===== src/rtl/mips_prog_loader_if.sv =====
// Signal bundle between the MIPS program loader and its environment:
// host program stream, instruction memory, core control, register file, dump stream, status.
interface mips_prog_loader_if #(
  parameter int DATA_W = 32,
  parameter int ADDR_W = 10,
  parameter int RIDX_W = 5,
  parameter int CYC_W  = 16
);
  logic              start;
  logic [ADDR_W-1:0] prog_len;
  logic              in_valid;
  logic              in_ready;
  logic [DATA_W-1:0] in_data;
  logic              imem_we;
  logic [ADDR_W-1:0] imem_addr;
  logic [DATA_W-1:0] imem_wdata;
  logic              core_run;
  logic              core_halted;
  logic [RIDX_W-1:0] rf_raddr;
  logic [DATA_W-1:0] rf_rdata;
  logic              out_valid;
  logic              out_ready;
  logic [DATA_W-1:0] out_data;
  logic [RIDX_W-1:0] out_idx;
  logic              out_last;
  logic              busy;
  logic              done;
  logic              timeout;
  logic [CYC_W-1:0]  cycles;

  // master: the loader itself; slave: host, memory, core and register file around it
  modport master (
    input  start, prog_len, in_valid, in_data, core_halted, rf_rdata, out_ready,
    output in_ready, imem_we, imem_addr, imem_wdata, core_run, rf_raddr,
           out_valid, out_data, out_idx, out_last, busy, done, timeout, cycles
  );

  modport slave (
    output start, prog_len, in_valid, in_data, core_halted, rf_rdata, out_ready,
    input  in_ready, imem_we, imem_addr, imem_wdata, core_run, rf_raddr,
           out_valid, out_data, out_idx, out_last, busy, done, timeout, cycles
  );
endinterface


===== src/rtl/mips_prog_loader.sv =====
// Program loader / result harvester for the MIPS32 core: load imem, run to HALT, dump registers.
// Optional run watchdog enabled by defining MIPS_LOADER_TIMEOUT_EN. DRAIN_CYC must be >= 1.
module mips_prog_loader #(
  parameter int DATA_W      = 32,
  parameter int ADDR_W      = 10,
  parameter int NREGS       = 32,
  parameter int RIDX_W      = 5,
  parameter int CYC_W       = 16,
  parameter int DRAIN_CYC   = 4,
  parameter int TIMEOUT_CYC = 1000
) (
  input  logic               clk1,
  input  logic               rst_n,
  mips_prog_loader_if.master bus
);

  typedef enum logic [2:0] {
    S_IDLE, S_LOAD, S_RUN, S_DRAIN, S_DUMP_RD, S_DUMP_OUT, S_DONE
  } state_e;

`ifdef MIPS_LOADER_TIMEOUT_EN
  localparam bit WD_EN = 1'b1;
`else
  localparam bit WD_EN = 1'b0;
`endif

  localparam int                DRN_W    = (DRAIN_CYC > 1) ? $clog2(DRAIN_CYC) : 1;
  localparam logic [RIDX_W-1:0] LAST_IDX = RIDX_W'(NREGS - 1);

  state_e            r_state;
  state_e            w_state_nxt;
  logic [ADDR_W-1:0] r_len;
  logic [ADDR_W-1:0] r_addr;
  logic [CYC_W-1:0]  r_cycles;
  logic [CYC_W-1:0]  w_cyc_inc;
  logic [DRN_W-1:0]  r_drain;
  logic [RIDX_W-1:0] r_idx;
  logic [DATA_W-1:0] r_out_data;
  logic              r_have;
  logic              r_timeout;
  logic              w_start;
  logic              w_beat;
  logic              w_xfer;
  logic              w_wd_hit;

  assign w_start   = bus.start && ((r_state == S_IDLE) || (r_state == S_DONE));
  assign w_beat    = (r_state == S_LOAD) && bus.in_valid;
  assign w_xfer    = (r_state == S_DUMP_OUT) && r_have && bus.out_ready;
  assign w_cyc_inc = (&r_cycles) ? r_cycles : r_cycles + CYC_W'(1);
  assign w_wd_hit  = WD_EN && !bus.core_halted && (w_cyc_inc >= CYC_W'(TIMEOUT_CYC));

  // NOTE: all registers use non-blocking assignments so every flop samples pre-edge values.
  always_ff @(posedge clk1 or negedge rst_n) begin
    if (!rst_n) r_state <= S_IDLE;
    else        r_state <= w_state_nxt;
  end

  // NOTE: every output and the next state get a default first, so no latch is inferred.
  always_comb begin
    w_state_nxt   = r_state;
    bus.in_ready  = 1'b0;
    bus.core_run  = 1'b0;
    bus.out_valid = 1'b0;
    bus.busy      = 1'b1;
    bus.done      = 1'b0;
    case (r_state)
      S_IDLE, S_DONE: begin
        bus.busy = 1'b0;
        bus.done = (r_state == S_DONE);
        if (w_start) w_state_nxt = (bus.prog_len == '0) ? S_RUN : S_LOAD;
      end
      S_LOAD: begin
        bus.in_ready = 1'b1;
        if (w_beat && (r_addr == r_len - ADDR_W'(1))) w_state_nxt = S_RUN;
      end
      S_RUN: begin
        bus.core_run = 1'b1;
        if (bus.core_halted || w_wd_hit) w_state_nxt = S_DRAIN;
      end
      S_DRAIN: begin
        bus.core_run = 1'b1;
        if (r_drain == DRN_W'(DRAIN_CYC - 1)) w_state_nxt = S_DUMP_RD;
      end
      S_DUMP_RD: w_state_nxt = S_DUMP_OUT;
      S_DUMP_OUT: begin
        bus.out_valid = r_have;
        if (w_xfer) w_state_nxt = (r_idx == LAST_IDX) ? S_DONE : S_DUMP_RD;
      end
      default: w_state_nxt = S_IDLE;
    endcase
  end

  always_ff @(posedge clk1 or negedge rst_n) begin
    if (!rst_n) begin
      r_len      <= '0;
      r_addr     <= '0;
      r_cycles   <= '0;
      r_drain    <= '0;
      r_idx      <= '0;
      r_out_data <= '0;
      r_have     <= 1'b0;
      r_timeout  <= 1'b0;
    end else begin
      if (w_start) begin
        r_len     <= bus.prog_len;
        r_addr    <= '0;
        r_cycles  <= '0;
        r_timeout <= 1'b0;
        r_idx     <= '0;
        r_have    <= 1'b0;
      end
      if (w_beat) r_addr <= r_addr + ADDR_W'(1);
      if (r_state == S_RUN) begin
        r_cycles <= w_cyc_inc;
        r_drain  <= '0;
        if (w_wd_hit) r_timeout <= 1'b1;
      end
      if (r_state == S_DRAIN) r_drain <= r_drain + DRN_W'(1);
      // The first DUMP_OUT cycle captures the synchronous read; the word is then held until taken.
      if ((r_state == S_DUMP_OUT) && !r_have) begin
        r_out_data <= bus.rf_rdata;
        r_have     <= 1'b1;
      end
      if (w_xfer) begin
        r_have <= 1'b0;
        r_idx  <= r_idx + RIDX_W'(1);
      end
    end
  end

  assign bus.imem_we    = w_beat;
  assign bus.imem_addr  = r_addr;
  assign bus.imem_wdata = w_beat ? bus.in_data : '0;
  assign bus.rf_raddr   = r_idx;
  assign bus.out_data   = r_out_data;
  assign bus.out_idx    = r_idx;
  assign bus.out_last   = (r_state == S_DUMP_OUT) && r_have && (r_idx == LAST_IDX);
  assign bus.cycles     = r_cycles;
  assign bus.timeout    = r_timeout;

endmodule


===== src/flat_wrapper.sv =====
// flat-port wrapper written by rule: the top's interface ports become plain ports
module mips_prog_loader_flat 
#(
  parameter int DATA_W      = 32,
  parameter int ADDR_W      = 10,
  parameter int NREGS       = 32,
  parameter int RIDX_W      = 5,
  parameter int CYC_W       = 16,
  parameter int DRAIN_CYC   = 4,
  parameter int TIMEOUT_CYC = 1000
)
  (clk1, rst_n, bus_start, bus_prog_len, bus_in_valid, bus_in_data, bus_core_halted, bus_rf_rdata, bus_out_ready, bus_in_ready, bus_imem_we, bus_imem_addr, bus_imem_wdata, bus_core_run, bus_rf_raddr, bus_out_valid, bus_out_data, bus_out_idx, bus_out_last, bus_busy, bus_done, bus_timeout, bus_cycles);
  mips_prog_loader_if #(.DATA_W(DATA_W), .ADDR_W(ADDR_W), .RIDX_W(RIDX_W), .CYC_W(CYC_W)) bus_i ();
  input  logic clk1;
  input  logic rst_n;
  input wire logic [$bits(bus_i.start)-1:0] bus_start;
  input wire logic [$bits(bus_i.prog_len)-1:0] bus_prog_len;
  input wire logic [$bits(bus_i.in_valid)-1:0] bus_in_valid;
  input wire logic [$bits(bus_i.in_data)-1:0] bus_in_data;
  input wire logic [$bits(bus_i.core_halted)-1:0] bus_core_halted;
  input wire logic [$bits(bus_i.rf_rdata)-1:0] bus_rf_rdata;
  input wire logic [$bits(bus_i.out_ready)-1:0] bus_out_ready;
  output wire logic [$bits(bus_i.in_ready)-1:0] bus_in_ready;
  output wire logic [$bits(bus_i.imem_we)-1:0] bus_imem_we;
  output wire logic [$bits(bus_i.imem_addr)-1:0] bus_imem_addr;
  output wire logic [$bits(bus_i.imem_wdata)-1:0] bus_imem_wdata;
  output wire logic [$bits(bus_i.core_run)-1:0] bus_core_run;
  output wire logic [$bits(bus_i.rf_raddr)-1:0] bus_rf_raddr;
  output wire logic [$bits(bus_i.out_valid)-1:0] bus_out_valid;
  output wire logic [$bits(bus_i.out_data)-1:0] bus_out_data;
  output wire logic [$bits(bus_i.out_idx)-1:0] bus_out_idx;
  output wire logic [$bits(bus_i.out_last)-1:0] bus_out_last;
  output wire logic [$bits(bus_i.busy)-1:0] bus_busy;
  output wire logic [$bits(bus_i.done)-1:0] bus_done;
  output wire logic [$bits(bus_i.timeout)-1:0] bus_timeout;
  output wire logic [$bits(bus_i.cycles)-1:0] bus_cycles;
  assign bus_i.start = bus_start;
  assign bus_i.prog_len = bus_prog_len;
  assign bus_i.in_valid = bus_in_valid;
  assign bus_i.in_data = bus_in_data;
  assign bus_i.core_halted = bus_core_halted;
  assign bus_i.rf_rdata = bus_rf_rdata;
  assign bus_i.out_ready = bus_out_ready;
  assign bus_in_ready = bus_i.in_ready;
  assign bus_imem_we = bus_i.imem_we;
  assign bus_imem_addr = bus_i.imem_addr;
  assign bus_imem_wdata = bus_i.imem_wdata;
  assign bus_core_run = bus_i.core_run;
  assign bus_rf_raddr = bus_i.rf_raddr;
  assign bus_out_valid = bus_i.out_valid;
  assign bus_out_data = bus_i.out_data;
  assign bus_out_idx = bus_i.out_idx;
  assign bus_out_last = bus_i.out_last;
  assign bus_busy = bus_i.busy;
  assign bus_done = bus_i.done;
  assign bus_timeout = bus_i.timeout;
  assign bus_cycles = bus_i.cycles;
  mips_prog_loader #(.DATA_W(DATA_W), .ADDR_W(ADDR_W), .NREGS(NREGS), .RIDX_W(RIDX_W), .CYC_W(CYC_W), .DRAIN_CYC(DRAIN_CYC), .TIMEOUT_CYC(TIMEOUT_CYC)) u_core (.clk1(clk1), .rst_n(rst_n), .bus(bus_i));
endmodule

===== config.mk =====
export PLATFORM = sky130hd
export DESIGN_NAME = mips_prog_loader_flat
export DESIGN_NICKNAME = d
export VERILOG_FILES = /design/src/rtl/mips_prog_loader_if.sv /design/src/rtl/mips_prog_loader.sv /design/src/flat_wrapper.sv
export SDC_FILE = /design/constraint.sdc
export NUM_CORES = 1
export LEC_CHECK = 0
export ABC_AREA = 1
export ABC_CLOCK_PERIOD_IN_PS = 1650
export BUFFER_PORTS_ARGS = -buffer_cell sky130_fd_sc_hd__buf_2
export CELL_PAD_IN_SITES_DETAIL_PLACEMENT = 1
export CELL_PAD_IN_SITES_GLOBAL_PLACEMENT = 1
export CORE_MARGIN = 4
export CORE_UTILIZATION = 30
export DETAILED_ROUTE_END_ITERATION = 16
export PLACE_DENSITY = 0.74
export SLEW_MARGIN = 20
export SYNTH_ARGS = -nofsm -noshare
export SYNTH_HDL_FRONTEND = slang
export SYNTH_SLANG_ARGS = --single-unit

===== constraint.sdc =====
create_clock -name clk1 -period 1.65 [get_ports clk1]
set_clock_uncertainty 0.1 [all_clocks]
set_input_delay 0.33 -clock clk1 [delete_from_list [all_inputs] [get_ports clk1]]
set_output_delay 0.33 -clock clk1 [all_outputs]
set_load 0.02 [all_outputs]

==> results.md, run 1 <==
- Primary FF master, synth: dfrtp_1
- Final instance area: 8160 um2
- Max Root-Sink Buffers: 2
- First-pass detailed-route iteration total: 4
- Placed cell area: 6270 um2
- DR iter-0 viols: 152
- Placed Cells: 1,024
- Post-route setup slack: -0.426 ns
- Initial antenna violation count: 0
- Status: finished with violations
- Drt wl/cell: 18.2 um
- Maximum VDD drop: 0.860 mV
- DRC: 0
- CTS tree: done
- Max Slew Vio Count: 0
- Area grow syn2layout: 87.3%
- Total CTS buffers: 9
- Synthesis Warnings: 0
- Initial Utilization: 31.0%
- Sum of negative setup slack: -26.42 ns
- Core region area: 14,000 um2
- Final Hold Violating Endpoints: 0
- Die Y: 129 um
- GRT Total Usage: 21.0%
- Layout Nets: 984
- Largest delay share family, worst path: buffers and inverters
- DR vias: 5,191
- Placer Congestion: 0.895
- Ant diodes: 0
- Yosys cell types: 38
- Critical path cell sequence: inv_2 -> buf_4 -> buf_6 -> buf_6 -> nand3_1 -> o22ai_2 -> a211oi_2 -> buf_4 -> nand3_1 -> nand2_1
- Final core occ: 58.1%
- Number of global-route vias before repair: 5,614
- H-tree depth: 3
- First-pass GRT wire length: 27,900 um
- Worst EP arrival: 2.25 ns
- Die area: 16,500 um2
- Worst setup EP type: flop
- Max Clk Rate: 0.482 GHz
- Post-synth ARST share: 100%
- Top Ports: 188
- Setup violators final: 116
- Worst-Skew Late Latency: 0.35 ns
- Worst hold path class: input port to flop
- Largest net degree at the start of global routing: 80
- RSZ-0062 raised after global routing: true
- Post-DP HPWL: 12,400 um
- Req. time, crit path: 1.82 ns
- Clk slew on worst S/H paths: 0.07 ns
- GRT overflow: 0
- Setup crit start kind: flop
- Max-cap violation count: 0
- CP max stage delay: 0.36 ns
- P_leak: 0.00423 uW
- Number of synthesized flops with an enable pin: 0
- Vias/cell: 4.79
- Mapped Area: 4360 um2
- CP Class: flop to flop
- Clock root cell: clkbuf_16
- Crit path max fanout: 4
- CP bufs+invs: 5
- Synth Register Bits: 79
- FILL cells: 1,701
- Post-Syn Nets: 687
- Post-layout minimum cycle time: 2.08 ns
- Post-synthesis sequential area ratio: 45.4%
- Layout Cells excl Fill: 1,083
- Fin crit share: 126%
- Share of post-route cells with drive strength above 1: 57.5%
- Final antenna-violating net count: 0
- Pwr Density: 1640 nW/um2
- Clock sinks: 79
- Synth Area per Inst: 7.25 um2
- Site Rows: 43
- Routed WL: 19,700 um
- I/O Buffers: 186
- Die W: 129 um
- Critical path's slowest cell: dfrtp_1
- Worst Hold Margin: 0.0878 ns
- Failing checks: setup timing
- Post-synthesis cell count: 601
[tightest hold or removal path, cell delays in order]
cell	delay (ns)
buf_2	0.07
nand2_1	0.05
nand2_2	0.05
[cells by family (layout without fill, tap and decap cells)]
group	after synthesis	count (layout)	synth area share, %
DFF	79	79	45.4
xor gates and xnor gates	18	18	3.62
AOI/OAI and AO/OA	50	50	6.75
buffers and inverters	103	405	9.65
adders and majority gates	6	6	1.72
other	1	1	0.0861
and+or+nand+nor	344	344	32.8
[cells in the final DEF (no fill, tap or decap), types with 13 or more instances in the layout]
cell	synthesis	layout
nand2_4	1	32
nand3_1	27	26
clkbuf_16	0	13
xor2_1	16	16
buf_6	1	70
buf_4	6	74
inv_1	59	56
nor2_4	1	37
nand2_2	2	51
nand2_1	212	131
inv_2	23	17
dfrtp_1	79	72
buf_2	1	146
nor2_1	77	35
[sequential cells by signal, summed over array words and instances (netlist names)]
| register | flops |
|---|---|
| u_core.bus.out_data | 32 |
| u_core.r_state | 3 |
| u_core.r_len | 10 |
| u_core.bus.out_idx | 5 |
| u_core.r_drain | 2 |
| u_core.r_have | 1 |
| u_core.bus.cycles | 16 |
| u_core.bus.imem_addr | 10 |
[where the power goes]
part	switching [uW]	internal (uW)
registers	677	2610
logic	4410	3300
clock network	903	1500
total	5990	7410
[through the flow]
step,setup WS (ns),power (uW)
6_report,-0.426,13400
5_1_grt,-0.491,14200
4_1_cts,-0.419,12000
3_5_place_dp,-0.299,8450
3_3_place_gp,-0.174,8190
2_1_floorplan,-0.276,6300
[synthesized netlist by cell type (2+ instances only)]
cell type	number	area (um2)
a21oi_1	7	35.0
a22o_1	3	26.3
a31oi_1	2	12.5
buf_4	6	45.0
clkbuf_1	12	45.0
dfrtp_1	79	1980
ha_1	6	75.1
inv_1	59	221
inv_2	23	86.3
nand2_1	212	796
nand2_2	2	12.5
nand3_1	27	135
nand3_2	2	20.0
nand3b_1	2	15.0
nand4_1	4	25.0
nor2_1	77	289
nor3_1	7	35.0
nor4_1	3	18.8
o21ai_0	5	25.0
o21ai_1	22	110
o22ai_1	6	37.5
o32ai_1	2	17.5
or2_2	2	12.5
xnor2_1	2	17.5
xor2_1	16	140
[layer usage]
| metal | up-vias | track usage, % | part of all wire, % |
|---|---|---|---|
| li1 | 2452 | - | - |
| met2 | 159 | 37.9 | 55 |
| met4 | 0 | 6.11 | 2.1 |
| met1 | 2547 | 24.1 | 37 |
| met3 | 33 | 6.06 | 5.9 |
| met5 | - | 0 | 0 |
[worst paths after layout]
path	to	from	slack [ns]	depth (start not counted)
max reg2reg	u_core.r_state[1]$_DFFE_PN0P_	u_core.r_state[0]$_DFFE_PN0P_	-0.43	10
min reg2reg	u_core.bus.out_data[8]$_DFFE_PN0P_	u_core.bus.out_data[8]$_DFFE_PN0P_	0.39	2
max in group asynchronous	u_core.r_state[1]$_DFFE_PN0P_	rst_n	0.60	3
min in group asynchronous	u_core.bus.out_data[25]$_DFFE_PN0P_	rst_n	0.42	3
min	u_core.bus.out_data[3]$_DFFE_PN0P_	bus_rf_rdata[3]	0.09	3
max	u_core.r_state[1]$_DFFE_PN0P_	u_core.r_state[0]$_DFFE_PN0P_	-0.43	10
[final cells by class]
class	count	area (um2)	area share, %
clock inverter	7	128	1.56
timing repair buffer	306	2410	29.5
tap	180	225	2.76
multi-input combinational	419	2830	34.7
clock buffer	9	225	2.76
sequential	79	1990	24.3
inverter	83	359	4.40
[repair_timing]
item / 4_1_cts / 5_1_grt
cloned: 2 / 6
pin swaps: 15 / 27
buffers inserted: 23 / 24
hold buffers: 1 / 0
hold endpoints to repair: 79 / 0
resized for setup: 160 / 169
setup endpoints to repair: 75 / 115
Power figures use the tool's default switching activity.
==> run 2: changes to the inputs <==
--- a/config.mk
+++ b/config.mk
@@ -14,6 +14,7 @@
 export CORE_UTILIZATION = 30
 export DETAILED_ROUTE_END_ITERATION = 16
 export PLACE_DENSITY = 0.74
+export RECOVER_POWER = 50
 export SLEW_MARGIN = 20
 export SYNTH_ARGS = -nofsm -noshare
 export SYNTH_HDL_FRONTEND = slang
==> results.md, run 2 (synthesis gave the netlist of run 1 again) <==
- Die Y: 129 um (unchanged)
- Highest routed metal layer: met4 (unchanged)
- Die area: 16,500 um2 (unchanged)
- Reg-to-Reg Start: u_core.r_state[0]$_DFFE_PN0P_ (unchanged)
- Clock root cell: clkbuf_16 (unchanged)
- Top Ports: 188 (unchanged)
- Status: finished with violations (unchanged)
- H-tree depth: 3 (unchanged)
- Rel. slew slack: 46.8%
- Total CTS buffers: 9 (unchanged)
- Core region area: 14,000 um2 (unchanged)
- Met3 routed WL: 1320 um (was 1170 um)
- Commonest non-fill, non-tap cell in the layout: buf_2 (unchanged)
- DR vias: 5,176 (was 5,191)
- First-pass GRT wire length: 27,900 um (unchanged)
- I/O Buffers: 186 (unchanged)
- Ant diodes: 0 (unchanged)
- Final Hold Violating Endpoints: 0 (unchanged)
- Critical path cell sequence: inv_2 -> buf_4 -> buf_6 -> buf_6 -> nand3_1 -> o22ai_2 -> a211oi_2 -> buf_4 -> nand3_1 -> nand2_1 (unchanged)
- Vias/cell: 4.78 (was 4.79)
- Critical path's slowest cell: dfrtp_1 (unchanged)
- P_leak: 0.00423 uW (about the same)
- Number of global-route vias before repair: 5,614 (unchanged)
- Area grow syn2layout: 87.1% (was 87.3%)
- Largest net degree at the start of global routing: 80 (unchanged)
- Net Switching: 5980 uW (was 5990 uW)
- Routed WL: 19,800 um (was 19,700 um)
- Post-route setup slack: -0.425 ns (was -0.426 ns)
- Placed Cells: 1,024 (unchanged)
- CTS tree: done (unchanged)
- Flop pwr share: 24.5% (about the same)
- Max Root-Sink Buffers: 2 (unchanged)
- Worst EP arrival: 2.25 ns (about the same)
- Req. time, crit path: 1.82 ns (about the same)
- Max-cap violation count: 0 (unchanged)
- Max Clk Rate: 0.482 GHz (about the same)
- Site Rows: 43 (unchanged)
- Pwr Density: 1640 nW/um2 (about the same)
- Failing checks: setup timing (unchanged)
- Worst Hold Margin: 0.0879 ns (was 0.0878 ns)
- Worst setup EP type: flop (unchanged)
- Fin crit share: 126% (about the same)
- GRT Total Usage: 21.0% (unchanged)
- Worst-Skew Late Latency: 0.34 ns (was 0.35 ns)
- Layout Nets: 984 (unchanged)
- First-pass detailed-route iteration total: 4 (unchanged)
- Final antenna-violating net count: 0 (unchanged)
- Comb pwr share: 57.5% (was 57.6%)
- Die W: 129 um (unchanged)
- Share of post-route cells with drive strength above 1: 57.5% (unchanged)
- Maximum VDD drop: 0.861 mV (was 0.860 mV)
- Worst Min Path Start: bus_rf_rdata[22] (was bus_rf_rdata[3])
- Worst hold path class: input port to flop (unchanged)
- Max Slew Vio Count: 0 (unchanged)
- P_int: 7410 uW (about the same)
- Worst setup path start: u_core.r_state[0]$_DFFE_PN0P_ (unchanged)
- DR iter-0 viols: 146 (was 152)
- Placer Congestion: 0.895 (unchanged)
- Drt wl/cell: 18.3 um (was 18.2 um)
- Number of flip-flops in the largest register: 32 (unchanged)
- Most frequent cells in the layout: buf_2 (146), nand2_1 (131), buf_4 (73) (was buf_2 (146), nand2_1 (131), buf_4 (74))
- Layout Cells excl Fill: 1,083 (unchanged)
- Post-layout minimum cycle time: 2.07 ns (was 2.08 ns)
- Switch share: 44.7% (about the same)
- Post-DP HPWL: 12,400 um (unchanged)
- Setup violators final: 116 (unchanged)
- CP Class: flop to flop (unchanged)
- Initial Utilization: 31.0% (unchanged)
- Routed wl met2: 10,900 um (was 10,800 um)
- RSZ-0062 raised after global routing: true (unchanged)
- Crit path max fanout: 4 (unchanged)
- Clk slew on worst S/H paths: 0.07 ns (about the same)
- GRT overflow: 0 (unchanged)
- Worst-Margin Slew: 0.797 ns
- Setup crit start kind: flop (unchanged)
- Clk pwr share: 18.0% (was 17.9%)
- Clock sinks: 79 (unchanged)
- CP max stage delay: 0.36 ns (about the same)
- DRT met1 WL: 7130 um (was 7370 um)
- DRC: 0 (unchanged)
- Initial antenna violation count: 0 (unchanged)
-- run 2: changes by cell type in the layout (fill, tap and decap cells not counted), sizes merged --
cell / delta
buf: -1
clkbuf: +1
-- run 2: worst paths after layout --
path / slack (ns) / depth (start not counted) / endpoint
max in group asynchronous: 0.25 / 3 / u_core.bus.imem_addr[1]$_DFFE_PN0P_
hold reg to reg: 0.39 / 2 / u_core.bus.out_data[8]$_DFFE_PN0P_
setup / recovery: -0.42 / 10 / u_core.r_state[1]$_DFFE_PN0P_
setup reg to reg: -0.42 / 10 / u_core.r_state[1]$_DFFE_PN0P_
hold / removal: 0.09 / 3 / u_core.bus.out_data[22]$_DFFE_PN0P_
min in group asynchronous: 0.56 / 3 / u_core.bus.out_data[23]$_DFFE_PN0P_
-- run 2: per-layer routing --
metal	up-vias	track usage, %
li1	2451	-
met1	2525	24.1
met2	170	37.9
met3	30	6.06
met4	0	6.11
met5	-	0
-- run 2: critical path, delay by kind of cell, from the launching register on --
family,cells,cell delay [ns]
AO/OA/AOI/OAI,2,0.48
buffers and inverters,5,0.59
flip-flops,1,0.36
AND/OR/NAND/NOR,3,0.47
-- run 2: power groups by stage --
stage                     Combinational, uW  Clock, uW  Sequential, uW
after detailed placement               5350          0            3100
after global placement                 5120          0            3070
after global routing                   8280       2560            3360
after CTS                              6400       2440            3110
final                                  7700       2410            3280
after floorplan                        2620          0            3680
-- run 2: final cells by class --
type	instances	area [um2]
fill	1701	5890
clock inverter	7	128
tap	180	225
clock buffer	9	225
inverter	83	359
timing repair buffer	306	2400
sequential	79	1990
multi-input combinational	419	2830
-- run 2: stage by stage --
stage / worst slack [ns] / area [um2] / power (uW) / util [%] / TNS [ns]
floorplan: -0.276 / 4650 / 6300 / - / -9.67
finish: -0.425 / 8150 / 13400 / 58.1 / -25.86
global route: -0.491 / 8150 / 14200 / 58.1 / -33.62
CTS: -0.419 / 7380 / 12000 / 52.6 / -16.63
detailed placement: -0.299 / 6270 / 8450 / 44.6 / -5.14
global placement: -0.174 / 6270 / 8190 / 44.6 / -2.03
-- run 2: repair_timing --
item,4_1_cts,5_1_grt
pin swaps,15,27
hold endpoints to repair,79,0
hold buffers,1,0
endpoints found under the setup margin,75,115
gates cloned,2,6
resized for setup,160,169
buffers inserted,23,24
